===== src/rtl/cbm2_segmap.sv =====
`default_nettype none
// ============================================================================
// Module   : cbm2_segmap
// Brief    : 6509 segment unit; execution/indirection registers at $0000/$0001
//            and (zp),Y data-cycle redirection to the indirection segment.
// Revision : 1.0
// ============================================================================
module cbm2_segmap #(
    parameter logic [3:0] RESET_SEG = 4'hF
) (
    input  logic        clk_sys,
    input  logic        reset,
    input  logic        cpuEn,
    input  logic        cpuSync,
    input  logic [15:0] cpuAddr,
    input  logic        cpuWe,
    input  logic [7:0]  cpuDo,
    input  logic [7:0]  cpuDi,
    output logic [7:0]  cpuSeg,
    output logic        regHit,
    output logic [7:0]  regData,
    output logic [3:0]  execSeg,
    output logic [3:0]  indSeg
);

    localparam logic [2:0] c_CYC_MAX   = 3'd7;
    localparam logic [2:0] c_CYC_IND   = 3'd4;
    localparam logic [7:0] c_OP_LDA_IY = 8'hB1;
    localparam logic [7:0] c_OP_STA_IY = 8'h91;

    logic [3:0] r_exec;
    logic [3:0] r_ind;
    logic       r_ind_op;
    logic [2:0] r_cyc;

    logic       w_reg_addr;
    logic       w_use_ind;
    logic       w_unused;

    assign w_reg_addr = (cpuAddr[15:1] == 15'd0);
    assign w_unused   = ^cpuDo[7:4];

    always_ff @(posedge clk_sys) begin
        if (reset) begin
            r_exec   <= RESET_SEG;
            r_ind    <= RESET_SEG;
            r_ind_op <= 1'b0;
            r_cyc    <= 3'd0;
        end else if (cpuEn) begin
            // Register writes still reach memory; only the low nibble is kept.
            if (cpuWe && w_reg_addr) begin
                if (cpuAddr[0])
                    r_ind  <= cpuDo[3:0];
                else
                    r_exec <= cpuDo[3:0];
            end
            if (cpuSync) begin
                r_ind_op <= (cpuDi == c_OP_LDA_IY) || (cpuDi == c_OP_STA_IY);
                r_cyc    <= 3'd1;
            end else if (r_cyc != c_CYC_MAX) begin
                r_cyc    <= r_cyc + 3'd1;
            end
        end
    end

    // Sync cycles always fetch from the execution segment.
    assign w_use_ind = r_ind_op && !cpuSync && (r_cyc >= c_CYC_IND);

    assign cpuSeg  = {4'h0, w_use_ind ? r_ind : r_exec};
    assign regHit  = !cpuWe && w_reg_addr;
    assign regData = {4'h0, cpuAddr[0] ? r_ind : r_exec};
    assign execSeg = r_exec;
    assign indSeg  = r_ind;

endmodule
`default_nettype wire


===== config.mk =====
export PLATFORM = sky130hd
export DESIGN_NAME = cbm2_segmap
export DESIGN_NICKNAME = d
export VERILOG_FILES = /design/src/rtl/cbm2_segmap.sv
export SDC_FILE = /design/constraint.sdc
export NUM_CORES = 1
export LEC_CHECK = 0
export BUFFER_PORTS_ARGS = -buffer_cell sky130_fd_sc_hd__buf_4
export CORE_MARGIN = 5
export CORE_UTILIZATION = 30
export DETAILED_ROUTE_END_ITERATION = 16
export MAX_ROUTING_LAYER = met4
export PLACE_DENSITY = 0.78
export SYNTH_ARGS = -nofsm -noshare
export SYNTH_HDL_FRONTEND = slang
export SYNTH_SLANG_ARGS = --single-unit

===== constraint.sdc =====
create_clock -name clk_sys -period 1.13 [get_ports clk_sys]
set_input_delay 0.0565 -clock clk_sys [delete_from_list [all_inputs] [get_ports clk_sys]]
set_output_delay 0.0565 -clock clk_sys [all_outputs]
set_load 0.05 [all_outputs]

==> reports/summary.txt <==
Outcome = finished, violations left
Failing checks = setup timing
Fin area = 1390 um^2
Synth top area cells = dfxtp_1 (33%), mux2_2 (12%), mux2i_1 (11%), buf_4 (8.1%), nor2_1 (7.6%)
Synthesized flop and latch total = 12
Syn Area/Cell = 9.34 um^2
Gr usage total = 0.140
Drt total wl = 2420 um
HPWL after DPL = 1830 um
Worst R2R Setup Slack = -0.10 ns
Ant diodes = 0
Die H = 59.6 um
Via Count = 782
Final max-slew violation count = 0
Seq pwr share = 0.463
DRC violations left = 0
Depth of the CTS H-tree = 1
Worst Setup Start Kind = flip-flop
CTS tree = done
R2R depth = 6
Worst setup EP type = output port
Combinational cell fraction of total power = 0.257
Period utilization = 1.19
Layout cells sized above 1 = 0.699
Reg-to-reg startpoint = r_cyc[2]
Initial Util = 0.306
Initial antenna violation count = 0
Multi-input logic area = 566 um^2
# rows = 18
Skew final = 0.000221 ns
Int Pwr = 660 uW
Top-area cell type share of the netlist area = 0.325
PnR worst setup slack = -0.217 ns
Reg-to-Reg End = r_cyc[1]
Crit Path Category = reg2out
Leakage = 0.585 nW
Mapped Cells = 79
Avg WL per Cell = 14.6 um
Switching Fraction = 0.293
Die area = 3550 um^2
Final Hold Vio Count = 0
Final setup viols = 7
Critical Path RT = 1.07 ns
Yosys top cell by area = dfxtp_1
Core ar. = 2410 um^2
Sequential standard cell area = 255 um^2
Synthesized area = 738 um^2
Yosys cell types = 25
Worst-skew pair later-pin latency = 0.27 ns
NetSw = 273 uW
Remaining antenna violation count after routing = 0
Placer Congestion = 0.699
Setup TNS = -1.06 ns
Root Driver = clkbuf_4
Vias/cell = 4.71
Register area share after synthesis = 0.325
YS warnings = 0
Setup crit start = r_cyc[2]
TritonCTS buffer count = 3
Critical Path Fanout Max = 4
Worst vdd ir = 437 uV
Total gr overflow = 0
Vias in the first global route = 801
Clock Path Buffers = 2
Area post-placement = 1150 um^2
Worst Path Arrival = 1.29 ns
Crit path time final = 1.35 ns
TritonRoute pass-1 iters = 4
Clk sinks = 12
Crit path to = cpuSeg[2]
Global-route wire length before repair = 3610 um
Pwr/cell area = 673 nW/um^2
Commonest non-fill, non-tap cell in the layout = buf_4
# Max-Cap Violations = 0
Clk slew on worst S/H paths = 0.07 ns
Initial DRC Count = 14
Clk pwr share = 0.280
Largest net degree at the start of global routing = 17
Unrepaired setup endpoints after global routing = true
Layout area overhead = 87.8%
Port bufs = 48
Filler cells = 206
Cts hold-fix bufs = 0
Max Freq = 743 MHz
Die W = 59.6 um
Nets = 177
Most frequent cells in the layout = buf_4 (43), nor2_1 (14), dfxtp_2 (12)
Num ports = 62
Worst hold path type = in2reg
[power by group through the flow]
stage,combinational (mW),sequential (mW),clock [mW]
2_1_floorplan,0.118,0.440,0
3_3_place_gp,0.201,0.440,0
3_5_place_dp,0.208,0.440,0
4_1_cts,0.215,0.432,0.271
5_1_grt,0.256,0.432,0.299
6_report,0.240,0.432,0.262
[kinds of logic (layout without fill, tap and decap cells)]
| kind of cell | count (synthesis) | after routing | share of synthesized area |
|---|---|---|---|
| buf+inv | 11 | 61 | 0.0966 |
| mux | 16 | 16 | 0.231 |
| compound gates | 5 | 5 | 0.0441 |
| other cells | 1 | 8 | 0.00508 |
| simple gates | 32 | 32 | 0.264 |
| flops | 12 | 12 | 0.325 |
| fa+ha+maj | 2 | 2 | 0.0339 |
[per-stage QoR]
stage | util | worst slack (ns) | std cells | hold WS (ns) | total power [mW]
final | 0.575 | -0.217 | 166 | 0.0631 | 0.933
after global routing | 0.575 | -0.265 | 166 | 0.0624 | 0.987
after CTS | 0.537 | -0.236 | 165 | 0.0582 | 0.918
after detailed placement | 0.477 | -0.203 | 159 | 0.343 | 0.648
after global placement | 0.477 | -0.113 | 159 | 0.328 | 0.640
after floorplan | - | 0.00549 | 86 | 0.209 | 0.558
[how the worst min path moves through the flow]
stage              from         end  slack, ns  cells past startpoint
2_1_floorplan     cpuWe      regHit       0.21                      1
3_3_place_gp   cpuDo[0]  execSeg[0]       0.33                      3
3_5_place_dp   cpuDo[0]   indSeg[0]       0.34                      3
4_1_cts        cpuDo[1]   indSeg[1]       0.06                      3
5_1_grt        cpuDo[1]  execSeg[1]       0.06                      3
6_report       cpuDo[1]   indSeg[1]       0.06                      3
[area by class of cell]
cell class                      count  share of cell area
Timing Repair Buffer               57               0.360
Sequential cell                    12               0.184
Tap cell                           30              0.0271
Multi-Input combinational cell     63               0.408
Clock buffer                        3              0.0162
Inverter                            1             0.00451
[sequential cells by signal, summed over array words and instances (netlist names)]
name      cells
indSeg        4
r_ind_op      1
execSeg       4
r_cyc         3
[worst max-delay path: stages, from the launching register on]
cell and delay (ns):
dfxtp_2 0.33, nand3b_1 0.09, buf_6 0.15, mux2_4 0.31, buf_8 0.15
[metal layers]
metal  wire length [um]  global-route usage
met5                  0                   -
met2               1230               0.253
met1                873               0.152
met4                 36              0.0665
met3                281              0.0131
[synthesized netlist by cell type]
master    count
inv_1         1
mux2i_1       8
nor3_4        1
clkbuf_1      2
nand3_1       1
a21oi_1       1
buf_4         8
nand4_1       1
nor4bb_1      1
nor3_1        1
nor2_2        1
conb_1        1
nor3b_1       2
a211oi_1      1
nand3b_1      1
nor2b_1       1
a22oi_1       2
nor4_2        3
nand4_2       1
nand2_1       3
mux2_2        8
nor2_1       15
dfxtp_1      12
o21ai_0       1
ha_1          2
[timing repair]
action                     in CTS  in global routing
cloned                          0                  0
setup endpoints to repair      11                 16
gates resized for setup        25                 22
setup buffers                   3                  1
pin swaps                       8                  8
Note: power is estimated with default switching activity, not from simulation.
